$ cat config.mk
export PLATFORM = sky130hd
export DESIGN_NAME = l2_req_arb_flat
export DESIGN_NICKNAME = d
export VERILOG_FILES = /design/src/rtl/l2_req_arb_if.sv /design/src/rtl/l2_req_arb.sv /design/src/flat_wrapper.sv
export SDC_FILE = /design/constraint.sdc
export NUM_CORES = 1
export LEC_CHECK = 0
export ABC_AREA = 1
export CAP_MARGIN = 40
export CORE_AREA = 2 2 237 239
export CTS_CLUSTER_SIZE = 10
export DETAILED_ROUTE_END_ITERATION = 8
export DIE_AREA = 0 0 239 241
export GPL_ROUTABILITY_DRIVEN = 0
export RECOVER_POWER = 50
export SLEW_MARGIN = 10
export SYNTH_ARGS = -nofsm -noshare
export SYNTH_HDL_FRONTEND = slang
export SYNTH_SLANG_ARGS = --single-unit
$ cat constraint.sdc
create_clock -name clk -period 2.9 [get_ports clk]
set_clock_uncertainty 0.05 [all_clocks]
set_input_delay 0.29 -clock clk [delete_from_list [all_inputs] [get_ports clk]]
set_output_delay 0.29 -clock clk [all_outputs]
set_load 0.02 [all_outputs]
$ cat src/rtl/l2_req_arb_if.sv
// l2_req_arb_if: bundle of the two requester ports, the merged L2 request,
// the L2 response stream and the per-port response outputs.
// slave modport = arbiter side, master modport = environment side.
interface l2_req_arb_if;
  logic        req0_valid;
  logic [1:0]  req0_op;
  logic [31:3] req0_addr;
  logic [7:0]  req0_wmask;
  logic [63:0] req0_wdata;
  logic        req0_ready;

  logic        req1_valid;
  logic [1:0]  req1_op;
  logic [31:3] req1_addr;
  logic [7:0]  req1_wmask;
  logic [63:0] req1_wdata;
  logic        req1_ready;

  logic        l2_req_valid;
  logic [1:0]  l2_req_op;
  logic [31:3] l2_req_addr;
  logic [7:0]  l2_req_wmask;
  logic [63:0] l2_req_wdata;
  logic        l2_req_ready;

  logic        l2_resp_valid;
  logic        l2_resp_error;
  logic [1:0]  l2_resp_op;
  logic [31:6] l2_resp_addr;
  logic [63:0] l2_resp_rdata;
  logic        resp_ready;

  logic        resp0_valid;
  logic        resp0_error;
  logic [1:0]  resp0_op;
  logic [31:6] resp0_addr;
  logic [63:0] resp0_rdata;
  logic        resp0_ready;

  logic        resp1_valid;
  logic        resp1_error;
  logic [1:0]  resp1_op;
  logic [31:6] resp1_addr;
  logic [63:0] resp1_rdata;
  logic        resp1_ready;

  logic        arb_idle;
  logic        resp_orphan;

  modport slave (
    input  req0_valid, req0_op, req0_addr, req0_wmask, req0_wdata,
    input  req1_valid, req1_op, req1_addr, req1_wmask, req1_wdata,
    output req0_ready, req1_ready,
    output l2_req_valid, l2_req_op, l2_req_addr, l2_req_wmask, l2_req_wdata,
    input  l2_req_ready,
    input  l2_resp_valid, l2_resp_error, l2_resp_op, l2_resp_addr, l2_resp_rdata,
    output resp_ready,
    output resp0_valid, resp0_error, resp0_op, resp0_addr, resp0_rdata,
    input  resp0_ready,
    output resp1_valid, resp1_error, resp1_op, resp1_addr, resp1_rdata,
    input  resp1_ready,
    output arb_idle, resp_orphan
  );

  modport master (
    output req0_valid, req0_op, req0_addr, req0_wmask, req0_wdata,
    output req1_valid, req1_op, req1_addr, req1_wmask, req1_wdata,
    input  req0_ready, req1_ready,
    input  l2_req_valid, l2_req_op, l2_req_addr, l2_req_wmask, l2_req_wdata,
    output l2_req_ready,
    output l2_resp_valid, l2_resp_error, l2_resp_op, l2_resp_addr, l2_resp_rdata,
    input  resp_ready,
    input  resp0_valid, resp0_error, resp0_op, resp0_addr, resp0_rdata,
    output resp0_ready,
    input  resp1_valid, resp1_error, resp1_op, resp1_addr, resp1_rdata,
    output resp1_ready,
    input  arb_idle, resp_orphan
  );
endinterface

$ cat src/rtl/l2_req_arb.sv
// l2_req_arb: merges dcache (port 0) and icache (port 1) requests onto one
// L2 request channel, locks the grant for 8-beat OP_WR64 bursts, and routes
// 8-beat read responses back through an in-order tag queue.
// Build option: define L2ARB_FIXED_PRIO_EN for fixed priority (port 0 wins
// ties); default build is round-robin.
module l2_req_arb #(
  parameter int unsigned QDEPTH = 4
) (
  input logic         clk,
  input logic         rst,
  l2_req_arb_if.slave bus
);
  localparam int unsigned PW = (QDEPTH > 1) ? $clog2(QDEPTH) : 1;
  localparam int unsigned CW = PW + 1;
  localparam logic [1:0]  OP_WR64 = 2'b10;

  typedef enum logic {ST_OPEN, ST_LOCK} state_t;

  state_t      state;
  logic        lock_port;
  logic [1:0]  lock_op;
  logic [31:3] lock_addr;
  logic [2:0]  wr_cnt;

  logic        prio;
  logic        grant;

  logic [QDEPTH-1:0] tagq;
  logic [PW-1:0]     wr_ptr;
  logic [PW-1:0]     rd_ptr;
  logic [CW-1:0]     count;
  logic [2:0]        rsp_cnt;
  logic              resp_orphan_r;

  logic        sel_valid;
  logic [1:0]  sel_op;
  logic [31:3] sel_addr;
  logic [7:0]  sel_wmask;
  logic [63:0] sel_wdata;
  logic        full;
  logic        block;
  logic        req_ok;
  logic        req_hs;
  logic        push;
  logic        q_nonempty;
  logic        head;
  logic        rsp_hs;
  logic        pop;

  // Grant: held by the lock owner, otherwise the only valid port, otherwise
  // the priority port. Blocking never feeds back into this choice.
  always_comb begin
    grant = prio;
    if (state == ST_LOCK)
      grant = lock_port;
    else if (bus.req0_valid && !bus.req1_valid)
      grant = 1'b0;
    else if (bus.req1_valid && !bus.req0_valid)
      grant = 1'b1;
  end

  // Field mux for the granted port; op/addr frozen while a burst is locked.
  always_comb begin
    sel_valid = bus.req0_valid;
    sel_op    = bus.req0_op;
    sel_addr  = bus.req0_addr;
    sel_wmask = bus.req0_wmask;
    sel_wdata = bus.req0_wdata;
    if (grant) begin
      sel_valid = bus.req1_valid;
      sel_op    = bus.req1_op;
      sel_addr  = bus.req1_addr;
      sel_wmask = bus.req1_wmask;
      sel_wdata = bus.req1_wdata;
    end
    if (state == ST_LOCK) begin
      sel_op   = lock_op;
      sel_addr = lock_addr;
    end
  end

  // A full queue blocks reads even when a pop lands in the same cycle.
  assign full   = (count == CW'(QDEPTH));
  assign block  = sel_op[0] & full;
  assign req_ok = bus.l2_req_ready & ~block & ~rst;

  assign bus.l2_req_valid = sel_valid & ~block & ~rst;
  assign bus.l2_req_op    = sel_op;
  assign bus.l2_req_addr  = sel_addr;
  assign bus.l2_req_wmask = sel_wmask;
  assign bus.l2_req_wdata = sel_wdata;
  assign bus.req0_ready   = ~grant & req_ok;
  assign bus.req1_ready   = grant & req_ok;

  assign req_hs = bus.l2_req_valid & bus.l2_req_ready;
  assign push   = req_hs & sel_op[0];

  // Response routing follows the port ID at the queue head.
  assign q_nonempty = (count != '0);
  assign head       = tagq[rd_ptr];

  assign bus.resp_ready  = q_nonempty & ~rst & (head ? bus.resp1_ready : bus.resp0_ready);
  assign bus.resp0_valid = bus.l2_resp_valid & q_nonempty & ~head & ~rst;
  assign bus.resp1_valid = bus.l2_resp_valid & q_nonempty & head & ~rst;
  assign bus.resp0_error = bus.l2_resp_error;
  assign bus.resp1_error = bus.l2_resp_error;
  assign bus.resp0_op    = bus.l2_resp_op;
  assign bus.resp1_op    = bus.l2_resp_op;
  assign bus.resp0_addr  = bus.l2_resp_addr;
  assign bus.resp1_addr  = bus.l2_resp_addr;
  assign bus.resp0_rdata = bus.l2_resp_rdata;
  assign bus.resp1_rdata = bus.l2_resp_rdata;

  assign rsp_hs = bus.l2_resp_valid & bus.resp_ready;
  assign pop    = rsp_hs & (rsp_cnt == 3'd7);

  assign bus.arb_idle    = (state == ST_OPEN) & ~q_nonempty;
  assign bus.resp_orphan = resp_orphan_r;

  // Burst lock FSM: first OP_WR64 beat locks, 8th beat releases.
  always_ff @(posedge clk) begin
    if (rst) begin
      state     <= ST_OPEN;
      lock_port <= 1'b0;
      lock_op   <= 2'b00;
      lock_addr <= '0;
      wr_cnt    <= 3'd0;
    end else begin
      case (state)
        ST_OPEN: begin
          if (req_hs && sel_op == OP_WR64) begin
            state     <= ST_LOCK;
            lock_port <= grant;
            lock_op   <= sel_op;
            lock_addr <= sel_addr;
            wr_cnt    <= 3'd1;
          end
        end
        ST_LOCK: begin
          if (req_hs) begin
            wr_cnt <= wr_cnt + 3'd1;
            if (wr_cnt == 3'd7)
              state <= ST_OPEN;
          end
        end
        default: state <= ST_OPEN;
      endcase
    end
  end

`ifdef L2ARB_FIXED_PRIO_EN
  assign prio = 1'b0;
`else
  // Round-robin: the port that just completed a handshake yields the tie.
  always_ff @(posedge clk) begin
    if (rst)
      prio <= 1'b0;
    else if (req_hs)
      prio <= ~grant;
  end
`endif

  // In-order tag queue of requester IDs for outstanding reads.
  always_ff @(posedge clk) begin
    if (rst) begin
      tagq   <= '0;
      wr_ptr <= '0;
      rd_ptr <= '0;
      count  <= '0;
    end else begin
      if (push) begin
        tagq[wr_ptr] <= grant;
        wr_ptr       <= wr_ptr + PW'(1);
      end
      if (pop)
        rd_ptr <= rd_ptr + PW'(1);
      case ({push, pop})
        2'b10:   count <= count + CW'(1);
        2'b01:   count <= count - CW'(1);
        default: count <= count;
      endcase
    end
  end

  // Response beat counter and sticky orphan-response flag.
  always_ff @(posedge clk) begin
    if (rst) begin
      rsp_cnt       <= 3'd0;
      resp_orphan_r <= 1'b0;
    end else begin
      if (rsp_hs)
        rsp_cnt <= rsp_cnt + 3'd1;
      if (bus.l2_resp_valid && !q_nonempty)
        resp_orphan_r <= 1'b1;
    end
  end
endmodule

$ cat src/flat_wrapper.sv
// flat-port wrapper written by rule: the top's interface ports become plain ports
module l2_req_arb_flat 
#(
  parameter int unsigned QDEPTH = 4
)
  (clk, rst, bus_req0_valid, bus_req0_op, bus_req0_addr, bus_req0_wmask, bus_req0_wdata, bus_req1_valid, bus_req1_op, bus_req1_addr, bus_req1_wmask, bus_req1_wdata, bus_req0_ready, bus_req1_ready, bus_l2_req_valid, bus_l2_req_op, bus_l2_req_addr, bus_l2_req_wmask, bus_l2_req_wdata, bus_l2_req_ready, bus_l2_resp_valid, bus_l2_resp_error, bus_l2_resp_op, bus_l2_resp_addr, bus_l2_resp_rdata, bus_resp_ready, bus_resp0_valid, bus_resp0_error, bus_resp0_op, bus_resp0_addr, bus_resp0_rdata, bus_resp0_ready, bus_resp1_valid, bus_resp1_error, bus_resp1_op, bus_resp1_addr, bus_resp1_rdata, bus_resp1_ready, bus_arb_idle, bus_resp_orphan);
  l2_req_arb_if bus_i ();
  input logic clk;
  input logic rst;
  input wire logic [$bits(bus_i.req0_valid)-1:0] bus_req0_valid;
  input wire logic [$bits(bus_i.req0_op)-1:0] bus_req0_op;
  input wire logic [$bits(bus_i.req0_addr)-1:0] bus_req0_addr;
  input wire logic [$bits(bus_i.req0_wmask)-1:0] bus_req0_wmask;
  input wire logic [$bits(bus_i.req0_wdata)-1:0] bus_req0_wdata;
  input wire logic [$bits(bus_i.req1_valid)-1:0] bus_req1_valid;
  input wire logic [$bits(bus_i.req1_op)-1:0] bus_req1_op;
  input wire logic [$bits(bus_i.req1_addr)-1:0] bus_req1_addr;
  input wire logic [$bits(bus_i.req1_wmask)-1:0] bus_req1_wmask;
  input wire logic [$bits(bus_i.req1_wdata)-1:0] bus_req1_wdata;
  output wire logic [$bits(bus_i.req0_ready)-1:0] bus_req0_ready;
  output wire logic [$bits(bus_i.req1_ready)-1:0] bus_req1_ready;
  output wire logic [$bits(bus_i.l2_req_valid)-1:0] bus_l2_req_valid;
  output wire logic [$bits(bus_i.l2_req_op)-1:0] bus_l2_req_op;
  output wire logic [$bits(bus_i.l2_req_addr)-1:0] bus_l2_req_addr;
  output wire logic [$bits(bus_i.l2_req_wmask)-1:0] bus_l2_req_wmask;
  output wire logic [$bits(bus_i.l2_req_wdata)-1:0] bus_l2_req_wdata;
  input wire logic [$bits(bus_i.l2_req_ready)-1:0] bus_l2_req_ready;
  input wire logic [$bits(bus_i.l2_resp_valid)-1:0] bus_l2_resp_valid;
  input wire logic [$bits(bus_i.l2_resp_error)-1:0] bus_l2_resp_error;
  input wire logic [$bits(bus_i.l2_resp_op)-1:0] bus_l2_resp_op;
  input wire logic [$bits(bus_i.l2_resp_addr)-1:0] bus_l2_resp_addr;
  input wire logic [$bits(bus_i.l2_resp_rdata)-1:0] bus_l2_resp_rdata;
  output wire logic [$bits(bus_i.resp_ready)-1:0] bus_resp_ready;
  output wire logic [$bits(bus_i.resp0_valid)-1:0] bus_resp0_valid;
  output wire logic [$bits(bus_i.resp0_error)-1:0] bus_resp0_error;
  output wire logic [$bits(bus_i.resp0_op)-1:0] bus_resp0_op;
  output wire logic [$bits(bus_i.resp0_addr)-1:0] bus_resp0_addr;
  output wire logic [$bits(bus_i.resp0_rdata)-1:0] bus_resp0_rdata;
  input wire logic [$bits(bus_i.resp0_ready)-1:0] bus_resp0_ready;
  output wire logic [$bits(bus_i.resp1_valid)-1:0] bus_resp1_valid;
  output wire logic [$bits(bus_i.resp1_error)-1:0] bus_resp1_error;
  output wire logic [$bits(bus_i.resp1_op)-1:0] bus_resp1_op;
  output wire logic [$bits(bus_i.resp1_addr)-1:0] bus_resp1_addr;
  output wire logic [$bits(bus_i.resp1_rdata)-1:0] bus_resp1_rdata;
  input wire logic [$bits(bus_i.resp1_ready)-1:0] bus_resp1_ready;
  output wire logic [$bits(bus_i.arb_idle)-1:0] bus_arb_idle;
  output wire logic [$bits(bus_i.resp_orphan)-1:0] bus_resp_orphan;
  assign bus_i.req0_valid = bus_req0_valid;
  assign bus_i.req0_op = bus_req0_op;
  assign bus_i.req0_addr = bus_req0_addr;
  assign bus_i.req0_wmask = bus_req0_wmask;
  assign bus_i.req0_wdata = bus_req0_wdata;
  assign bus_i.req1_valid = bus_req1_valid;
  assign bus_i.req1_op = bus_req1_op;
  assign bus_i.req1_addr = bus_req1_addr;
  assign bus_i.req1_wmask = bus_req1_wmask;
  assign bus_i.req1_wdata = bus_req1_wdata;
  assign bus_req0_ready = bus_i.req0_ready;
  assign bus_req1_ready = bus_i.req1_ready;
  assign bus_l2_req_valid = bus_i.l2_req_valid;
  assign bus_l2_req_op = bus_i.l2_req_op;
  assign bus_l2_req_addr = bus_i.l2_req_addr;
  assign bus_l2_req_wmask = bus_i.l2_req_wmask;
  assign bus_l2_req_wdata = bus_i.l2_req_wdata;
  assign bus_i.l2_req_ready = bus_l2_req_ready;
  assign bus_i.l2_resp_valid = bus_l2_resp_valid;
  assign bus_i.l2_resp_error = bus_l2_resp_error;
  assign bus_i.l2_resp_op = bus_l2_resp_op;
  assign bus_i.l2_resp_addr = bus_l2_resp_addr;
  assign bus_i.l2_resp_rdata = bus_l2_resp_rdata;
  assign bus_resp_ready = bus_i.resp_ready;
  assign bus_resp0_valid = bus_i.resp0_valid;
  assign bus_resp0_error = bus_i.resp0_error;
  assign bus_resp0_op = bus_i.resp0_op;
  assign bus_resp0_addr = bus_i.resp0_addr;
  assign bus_resp0_rdata = bus_i.resp0_rdata;
  assign bus_i.resp0_ready = bus_resp0_ready;
  assign bus_resp1_valid = bus_i.resp1_valid;
  assign bus_resp1_error = bus_i.resp1_error;
  assign bus_resp1_op = bus_i.resp1_op;
  assign bus_resp1_addr = bus_i.resp1_addr;
  assign bus_resp1_rdata = bus_i.resp1_rdata;
  assign bus_i.resp1_ready = bus_resp1_ready;
  assign bus_arb_idle = bus_i.arb_idle;
  assign bus_resp_orphan = bus_i.resp_orphan;
  l2_req_arb #(.QDEPTH(QDEPTH)) u_core (.clk(clk), .rst(rst), .bus(bus_i));
endmodule
-- Word-level counts from Yosys, hierarchy flattened
Index checks and enable logic that the tools add are counted.
- register bits: 52
- output and inout port bits: 297
- reductions and logical operators: 12
- bitwise operators: 25
- eq/ne operators: 8
- add/subtract/negate cells: 6
- multiplexer cells: 24
- order comparisons: 3
- operators by type and width (kind ; count):
    2-to-1 mux 64 bit ; 1
    2-to-1 mux 29 bit ; 2
    AND 1 bit ; 19
    one-hot mux 3 bit (2 select lines) ; 2
    2-to-1 mux 1 bit ; 10
    adder 3 x 1 -> 3 bit, second input constant ; 3
    == test 3 bit, second input constant ; 3
    2-to-1 mux 8 bit ; 1
    less-than comparator 2 x 3 -> 1 bit, second input constant ; 2
    2-to-1 mux 3 bit ; 2
    NOT 1 bit ; 6
    logical AND 1 bit ; 5
    adder 2 x 1 -> 2 bit, second input constant ; 2
    bitwise mux 4 bit ; 1
    == test 2 bit, second input constant ; 2
    2-to-1 mux 2 bit ; 2
    inequality test 2 bit, second input constant ; 2
    AND reduction 2 bit ; 2
    logical NOT 1 bit ; 3
    nonzero test 3 bit ; 1
    subtractor 3 x 1 -> 3 bit, second input constant ; 1
    binary-select mux 1 bit (select 2 bit) ; 1
    demux 1 bit (select 2 bit) ; 1
    == test 2 x 1 -> 1 bit, second input constant ; 1
    other kinds (3) ; 3

-- Logic depth before layout (Yosys ltp)
Gate-level depths: netlist of run 1.
- depth in word-level cells: 15
- mapped depth: 16

-- Worst setup path after synthesis of run 1
OpenSTA, ideal clock, no wires.
- kind: reg-to-reg
- start point: register u_core.count[0]
- end point: register u_core.count[2]
- path slack: 0.378 ns
- cell stages (with the launch flop): 16
- library setup time: 0.122 ns
- data arrival time: 2.350 ns
- buffers on the path: 0
- period minus slack after synthesis: 2.522 ns
- cells stage by stage: dfxtp_1 > nor2_1 > inv_1 > nor2_1 > nor2_1 > o21ai_0 > nor2_1 > nand3_1 > inv_1 > ha_1 > inv_1 > fa_1 > a21oi_1 > o21ai_0 > o21ai_0 > a21oi_1
- elaborated cells between the ends (all ways): 18
- classes of those cells: add/sub (2); eq/ne (3); mux (1); bitwise (10); reduce/logical (2)
- RTL lines (element ; RTL line ; RTL):
    start: declaration ; l2_req_arb.sv:31 ; logic [CW-1:0] count;
    start signal: assignment ; l2_req_arb.sv:178 ; 2'b10: count <= count + CW'(1);
    start signal: assignment ; l2_req_arb.sv:179 ; 2'b01: count <= count - CW'(1);
    start signal: assignment ; l2_req_arb.sv:180 ; default: count <= count;
    nonzero test 3 bit (*) ; l2_req_arb.sv:99 ; assign q_nonempty = (count != '0);
    AND 1 bit (*) (2 in series) ; l2_req_arb.sv:102 ; assign bus.resp_ready = q_nonempty & ~rst & (head ? bus.resp1_ready : bus.resp0_ready);
    named net bus_resp_ready ; flat_wrapper.sv:33 ; output wire logic [$bits(bus_i.resp_ready)-1:0] bus_resp_ready;
    AND 1 bit (*) ; l2_req_arb.sv:114 ; assign rsp_hs = bus.l2_resp_valid & bus.resp_ready;
    AND 1 bit (*) ; l2_req_arb.sv:115 ; assign pop = rsp_hs & (rsp_cnt == 3'd7);
    named net u_core.pop ; l2_req_arb.sv:48 ; logic pop;
    == test 2 x 1 -> 1 bit or == test 2 bit (tied branches) ; l2_req_arb.sv:177 ; case ({push, pop})
    one-hot mux 3 bit (2 select lines) or nonzero test 2 bit (tied branches) ; - ;
Mark *: on every way through the listed nets, which the timed path passes. The rest lies on a longest branch.
A chain may end at the register's enable or synchronous reset.

-- Worst setup path in the final report of run 1
- start point: input port bus_req0_valid
- end point: output port bus_l2_req_addr[18]
- cells in the longest elaborated chain, start to end: 7
- elaborated cells between the ends (all ways): 8
- classes of those cells: mux (5); reduce/logical (3)
- ends and longest elaborated chain (element ; RTL line ; RTL):
    start: declaration ; flat_wrapper.sv:10 ; input wire logic [$bits(bus_i.req0_valid)-1:0] bus_req0_valid;
    logical NOT 1 bit ; l2_req_arb.sv:58 ; else if (bus.req1_valid && !bus.req0_valid)
    logical AND 1 bit ; l2_req_arb.sv:58 ;
    2-to-1 mux 1 bit ; l2_req_arb.sv:58 ;
    2-to-1 mux 1 bit (*) ; l2_req_arb.sv:56 ; else if (bus.req0_valid && !bus.req1_valid)
    2-to-1 mux 1 bit (*) ; l2_req_arb.sv:54 ; if (state == ST_LOCK)
    2-to-1 mux 29 bit (*) ; l2_req_arb.sv:69 ; if (grant) begin
    2-to-1 mux 29 bit (*) ; l2_req_arb.sv:76 ; if (state == ST_LOCK) begin
    end: declaration ; flat_wrapper.sv:24 ; output wire logic [$bits(bus_i.l2_req_addr)-1:0] bus_l2_req_addr;
Mark *: on every way between the ends. The rest lies on a longest branch, timed or not.

==> summary.md, run 1 <==
| Metric | Value |
|---|---|
| Status | `finished, final reports clean` |
| Highest attainable clock frequency | `362 MHz` |
| Power density over cell area | `327 nW/um2` |
| Leakage power of the design | `4.33 nW` |
| Number of buffers inserted for hold repair after clock tree synthesis | `0` |
| Count of maximum capacitance violations | `0` |
| Gate count of the mapped netlist | `892` |
| GRT Total Usage | `9.52%` |
| Commonest non-fill, non-tap cell in the layout | `nand2_1` |
| Cell Area, Synth | `5250 um2` |
| Syn Area/Cell | `5.88 um2` |
| Area of combinational cells with multiple inputs | `2420 um2` |
| Clock transition at path regs | `0.07 ns` |
| Largest voltage drop on the vdd net | `0.196 mV` |
| GR Overflow Total | `0` |
| Core Util, Final | `15.5%` |
| Wire length per cell | `17.0 um` |
| Endpoint class of the critical path | `output pin` |
| Min-delay src | `u_core.bus.resp_orphan` |
| Largest net degree at the start of global routing | `60` |
| Router iterations before antenna repair | `4` |
| Sinks on Clock Net | `52` |
| Root cell of the clock tree | `clkbuf_16` |
| Maximum fanout count along the critical path | `8` |
| Final count of hold timing violations | `0` |
| Worst Hold End | `u_core.bus.resp_orphan` |
| First-pass GRT wire length | `38500 um` |
| Post-synthesis net count | `1209` |
| Site row count | `86` |
| Worst setup path class | `in2out` |
| Core outline area | `54900 um2` |
| Area delta synth->final | `62.7%` |
| Fraction of the yosys area taken by sequential cells | `19.8%` |
| Unique cell type count in the Yosys netlist | `29` |
| Total negative slack for setup checks | `0 ns` |
| Final Critical Period | `2.77 ns` |
| Vias per cell | `3.34` |
| Residual DRC | `0` |
| Worst reg-to-reg path cell count | `15` |
| Seq cells post-synth | `52` |
| Htree depth | `2` |
| Source-to-sink clock delay at the later pin of the worst-skew pair | `0.31 ns` |
| Number of max-slew violations in the final report | `0` |
| FILL cells | `6321` |
| Number of nets in the final layout | `1345` |
| Horizontal die dimension | `239 um` |
| Bufs on Longest Clock Path | `2` |
| Detail Route Antenna Nets | `0` |
| Number of instances on the worst hold path | `2` |
| Post-detailed-routing wire length | `29500 um` |
| Final count of negative-setup-slack endpoints | `0` |
| Vias in the first global route | `5478` |
| Total Die Area | `57600 um2` |
| Max-slew headroom at the worst pin | `67.7%` |
| Most frequent cells in the layout | `307 x nand2_1, 238 x clkdlybuf4s50_1, 119 x nor2_1` |
| TritonCTS clock tree | `yes` |
| Antenna violations before repair | `18` |
| Part of the cycle the worst path needs | `95.4%` |
| Half-perimeter wire length after detailed placement | `24800 um` |
| Starting density of the core | `9.56%` |
| RSZ-0062 raised after global routing | `false` |
| Sequential cell area in the final layout | `1040 um2` |
| I/O Pins | `604` |
| First DRT Iteration DRCs | `230` |
| Worst-Margin Slew | `0.484 ns` |
| Via count | `5798` |
| Chip Height | `241 um` |
| Data required, critical path | `2.56 ns` |
| Fraction of layout cells with a size suffix above 1 | `5.44%` |
| Total of warnings raised by yosys | `0` |
| Total CTS buffers | `5` |
| Arr. time, crit path | `2.43 ns` |
| Setup crit start kind | `input port` |
| Reg2Reg Capture Point | `u_core.count[2]` |
| Worst-case register-to-register setup slack | `0.41 ns` |
| Count of port buffers added during placement | `324` |
| Worst r2r src | `u_core.count[0]` |
| Class of the tightest hold or removal check | `reg2reg` |
[state kept, by name (all words and copies together), names as in the netlist, 2 cells and up]
| signal | flops |
|---|---|
| u_core.wr_ptr | 2 |
| u_core.lock_op | 2 |
| u_core.count | 3 |
| u_core.lock_addr | 29 |
| u_core.rd_ptr | 2 |
| u_core.tagq | 4 |
| u_core.wr_cnt | 3 |
| u_core.rsp_cnt | 3 |
[Yosys cell counts]
cell / n / share of area [%]
xor2_1: 1 / 0.17
nor2_1: 119 / 8.5
o21ai_0: 39 / 3.7
nand2_1: 307 / 22
a21oi_2: 1 / 0.17
fa_1: 1 / 0.38
o21ai_1: 1 / 0.095
clkbuf_1: 27 / 1.9
dfxtp_1: 52 / 20
clkbuf_2: 1 / 0.095
buf_6: 2 / 0.43
nand2_4: 1 / 0.21
a31oi_1: 2 / 0.24
buf_1: 4 / 0.29
clkinv_1: 1 / 0.071
ha_1: 9 / 2.1
nand4_2: 1 / 0.24
inv_1: 57 / 4.1
nand3b_1: 2 / 0.29
nor2_4: 1 / 0.21
nand2_2: 4 / 0.48
a21oi_1: 16 / 1.5
nor3_1: 3 / 0.29
buf_2: 6 / 0.57
nand4_1: 5 / 0.60
buf_4: 187 / 27
inv_2: 1 / 0.071
nand3_1: 12 / 1.1
o22ai_1: 29 / 3.5
[cell families (layout without fill, tap and decap cells)]
logic type / Yosys count / after routing / synth area share (%)
AND/OR/NAND/NOR: 455 / 455 / 33.9
AO/OA/AOI/OAI: 88 / 88 / 9.21
XOR/XNOR: 1 / 1 / 0.167
other: 0 / 1 / 0
buffers and inverters: 286 / 423 / 34.3
adder cells (fa/ha/maj): 10 / 10 / 2.53
flip-flops: 52 / 52 / 19.8
[area by class of cell]
type / count / area share [%]
timing repair buffer: 356 / 44.3
multi-input combinational: 554 / 28.3
sequential: 52 / 12.2
tap: 704 / 10.3
inverter: 59 / 2.60
clock buffer: 7 / 1.79
clock inverter: 1 / 0.352
antenna: 1 / 0.0293
[timing repair]
| item | in CTS | in global routing |
|---|---|---|
| cloned | 0 | 1 |
| buffers inserted | 0 | 0 |
| gates resized for setup | 5 | 79 |
| hold endpoints to repair | 0 | 0 |
| endpoints found under the setup margin | 6 | 83 |
[metal layers]
layer	routed length [um]	part of all wire [%]	up-vias	global-route usage, %
met5	73	0.25	-	1.26
met1	9930	34	2403	8.81
met3	4100	14	62	5.49
met4	1010	3.4	4	2.73
met2	14400	49	499	17.6
li1	-	-	2830	-
[worst max-delay path by stage]
stage | slack (ns) | startpoint | to | cells after the start
5_1_grt | 0.003 | bus_req1_valid | bus_l2_req_addr[11] | 9
6_report | 0.13 | bus_req0_valid | bus_l2_req_addr[18] | 8
2_1_floorplan | 0.38 | u_core.count[0] | u_core.count[2] | 15
3_3_place_gp | -0.06 | bus_req0_valid | bus_l2_req_wdata[11] | 12
4_1_cts | 0.007 | bus_req0_valid | bus_l2_req_wdata[42] | 12
3_5_place_dp | -0.06 | bus_req0_valid | bus_l2_req_wdata[11] | 12
[where the power goes]
part / switching (W) / internal [W]
Combinational: 0.000642 / 0.000662
Clock: 0.000289 / 0.000455
Sequential: 0.00000931 / 0.000736
Total: 0.000940 / 0.00185
[stage by stage]
step | worst slack (ns) | std cells | cell area (um2) | hold WS, ns | total power [W]
after global routing | 0.00277 | 1733 | 8530 | 0.440 | 0.00296
after CTS | 0.00671 | 1732 | 8300 | 0.407 | 0.00287
after detailed placement | -0.0619 | 1724 | 8120 | 0.396 | 0.00209
after global placement | -0.0646 | 1724 | 8120 | 0.389 | 0.00210
final | 0.135 | 1734 | 8530 | 0.402 | 0.00279
after floorplan | 0.378 | 892 | 5250 | 0.309 | 0.00168
[worst max-delay path, stage by stage]
cell             delay [ns]
clkdlybuf4s50_1        0.50
a21oi_2                0.25
nand2_4                0.12
nand2_8                0.14
buf_4                  0.18
nor2_1                 0.05
o22ai_1                0.22
clkdlybuf4s50_1        0.67
Power figures use the tool's default switching activity.
==> run 2, diff against run 1 <==
--- a/config.mk
+++ b/config.mk
@@ -8,7 +8,7 @@
 export ABC_AREA = 1
 export CAP_MARGIN = 40
 export CORE_AREA = 2 2 237 239
-export CTS_CLUSTER_SIZE = 10
+export CTS_CLUSTER_SIZE = 16
 export DETAILED_ROUTE_END_ITERATION = 8
 export DIE_AREA = 0 0 239 241
 export GPL_ROUTABILITY_DRIVEN = 0
==> results of run 2 <==
Final layout, timing and power as in run 1 (identical DEF).
==> run 3, diff against run 2 <==
--- a/config.mk
+++ b/config.mk
@@ -12,6 +12,7 @@
 export DETAILED_ROUTE_END_ITERATION = 8
 export DIE_AREA = 0 0 239 241
 export GPL_ROUTABILITY_DRIVEN = 0
+export PLACE_DENSITY = 0.36
 export RECOVER_POWER = 50
 export SLEW_MARGIN = 10
 export SYNTH_ARGS = -nofsm -noshare
==> constraint.sdc (replaced) <==
create_clock -name clk -period 2.98 [get_ports clk]
set_clock_uncertainty 0.05 [all_clocks]
set_input_delay 0.298 -clock clk [delete_from_list [all_inputs] [get_ports clk]]
set_output_delay 0.298 -clock clk [all_outputs]
set_load 0.02 [all_outputs]
==> run 3 against run 2 <==
  * Die area unchanged
  * First-iteration DRC count down 37%
  * Global-route usage is 0.55 points lower
  * Sequential cell count did not move
  * Critical path depth increased by 2
  * Hold slack improved by 0.0064 ns
  * Register-to-register slack better by 0.07 ns
==> summary.md, run 3 (synthesis results as in run 1) <==
| Metric | Value |
|---|---|
| Status | `finished, final reports clean` |
| Commonest non-fill, non-tap cell in the layout | `nand2_1` |
| Class of the tightest hold or removal check | `reg2reg` |
| Residual DRC | `0 (unchanged)` |
| Part of the cycle the worst path needs | `96.7%` |
| Post-detailed-routing wire length | `27200 um (-7.7%)` |
| FILL cells | `6372 (+0.81%)` |
| Largest net degree at the start of global routing | `60 (unchanged)` |
| GRT Total Usage | `8.97% (-0.55 points)` |
| Horizontal die dimension | `239 um (unchanged)` |
| TritonCTS clock tree | `yes` |
| Wire length per cell | `15.7 um (-7.5%)` |
| Endpoint class of the critical path | `output pin` |
| Final Critical Period | `2.88 ns` |
| Data required, critical path | `2.63 ns (+0.07 ns)` |
| Sequential cell area in the final layout | `1040 um2 (-0.12%)` |
| Register ranked first by flip-flop count | `u_core.lock_addr` |
| Half-perimeter wire length after detailed placement | `22900 um (-8.0%)` |
| Final count of negative-setup-slack endpoints | `0 (unchanged)` |
| Vias in the first global route | `5752 (+5.0%)` |
| Worst-Margin Slew | `0.540 ns (+0.0559 ns)` |
| Total Die Area | `57600 um2 (unchanged)` |
| Count of port buffers added during placement | `324 (unchanged)` |
| Leakage power of the design | `3.86 nW (-11%)` |
| Root cell of the clock tree | `clkbuf_16` |
| Clock transition at path regs | `0.08 ns (about the same)` |
| Vias per cell | `3.23 (-3.3%)` |
| GR Overflow Total | `0 (unchanged)` |
| Count of maximum capacitance violations | `0 (unchanged)` |
| Chip Height | `241 um (unchanged)` |
| Htree depth | `2 (unchanged)` |
| Number of nets in the final layout | `1341 (-0.30%)` |
| Buffer count from post-CTS setup fixing | `0 (unchanged)` |
| Total negative slack for setup checks | `0 ns (unchanged)` |
| Highest attainable clock frequency | `347 MHz` |
| Max-slew headroom at the worst pin | `64.0% (-3.7 points)` |
| Site row count | `86 (unchanged)` |
| Setup crit start kind | `input port` |
| Top Registers | `u_core.lock_addr: 29 flops, u_core.tagq: 4 flops` |
| Router iterations before antenna repair | `4 (unchanged)` |
| Area of combinational cells with multiple inputs | `2410 um2 (-0.36%)` |
| Via count | `5595 (-3.5%)` |
| Core Util, Final | `15.3% (-0.24 points)` |
| Starting density of the core | `9.56% (unchanged)` |
| Power density over cell area | `337 nW/um2 (+3.0%)` |
| Antenna violations before repair | `4 (-14)` |
| I/O Pins | `604 (unchanged)` |
| Total CTS buffers | `5 (unchanged)` |
| Area delta synth->final | `60.2%` |
| Sinks on Clock Net | `52 (unchanged)` |
| Final count of hold timing violations | `0 (unchanged)` |
| Core outline area | `54900 um2 (unchanged)` |
| Fraction of layout cells with a size suffix above 1 | `4.78% (-0.66 points)` |
| Arr. time, crit path | `2.53 ns (+0.10 ns)` |
| First-pass GRT wire length | `37400 um (-2.8%)` |
| Source-to-sink clock delay at the later pin of the worst-skew pair | `0.31 ns (about the same)` |
| Detail Route Antenna Nets | `0 (unchanged)` |
| Maximum fanout count along the critical path | `13 (+5)` |
| Flip-flop count of the largest register, all copies and words added | `29 (unchanged)` |
| Largest voltage drop on the vdd net | `0.215 mV (+9.4%)` |
| Bufs on Longest Clock Path | `2 (unchanged)` |
| Number of max-slew violations in the final report | `0 (unchanged)` |
| Worst setup path class | `in2out` |
| First DRT Iteration DRCs | `145 (-37%)` |
| Most frequent cells in the layout | `307 x nand2_1, 287 x clkdlybuf4s50_1, 119 x nor2_1` |
| RSZ-0062 raised after global routing | `false` |
-- run 3: cell count changes in the layout (fill, tap and decap cells not counted), sizes merged --
cell           change
clkdlybuf4s50     +49
dlygate4sd2        -3
buf                -5
clkbuf             -3
clkinv             +1
dlymetal6s2s      -44
bufinv             +1
-- run 3: power breakdown --
| part | switching [W] | internal [W] |
|---|---|---|
| Combinational | 0.000647 | 0.000657 |
| Clock | 0.000317 | 0.000486 |
| Sequential | 0.00000863 | 0.000716 |
| Total | 0.000973 | 0.00186 |
-- run 3: timing repair --
| action | CTS | global route |
|---|---|---|
| resized for setup | 1 | 36 |
| gates cloned | 0 | 0 |
| hold buffers | 0 | 0 |
| endpoints found under the setup margin | 1 | 51 |
-- run 3: worst paths after layout --
path	from	endpoint	slack [ns]	cells past startpoint
worst max-delay path	bus_req1_valid	bus_l2_req_wmask[4]	0.1	10
worst min-delay path	u_core.lock_op[1]	u_core.lock_op[1]	0.41	2
worst max register to register	u_core.count[0]	u_core.count[2]	0.48	15
worst min register to register	u_core.lock_op[1]	u_core.lock_op[1]	0.41	2
-- run 3: critical path, stage by stage --
cell and delay [ns]:
clkdlybuf4s50_1 0.52, inv_1 0.08, a21oi_2 0.20, nand2_4 0.11
nand2_4 0.17, buf_12 0.17, buf_4 0.15, nand2_1 0.08
nand2_1 0.10, clkdlybuf4s50_1 0.64
-- run 3: area by class of cell --
| cell class | count | area share [%] |
|---|---|---|
| diodes | 1 | 0.0298 |
| clock buffers | 5 | 1.49 |
| clock inverters | 3 | 0.819 |
| inverters | 59 | 2.64 |
| multi-input cells | 554 | 28.7 |
| flip-flops and latches | 52 | 12.4 |
| well taps | 704 | 10.5 |
| repair buffers | 352 | 43.5 |
-- run 3: through the flow --
step	setup WS, ns	hold WS (ns)	area [um2]	power (W)	cells
global placement	0.00658	0.396	8110	0.00208	1721
finish	0.0973	0.408	8400	0.00283	1730
floorplan	0.458	0.317	5250	0.00163	892
CTS	0.00269	0.413	8300	0.00293	1729
detailed placement	-0.00251	0.401	8110	0.00207	1721
global route	0.00116	0.426	8400	0.00301	1729
-- run 3: routing by layer --
layer | routed length, um | vias to the layer above | track usage (%)
li1 | - | 2823 | -
met1 | 9050 | 2338 | 7.90
met2 | 13700 | 394 | 16.8
met3 | 3250 | 40 | 4.45
met4 | 1250 | 0 | 4.55
met5 | 0 | - | 0
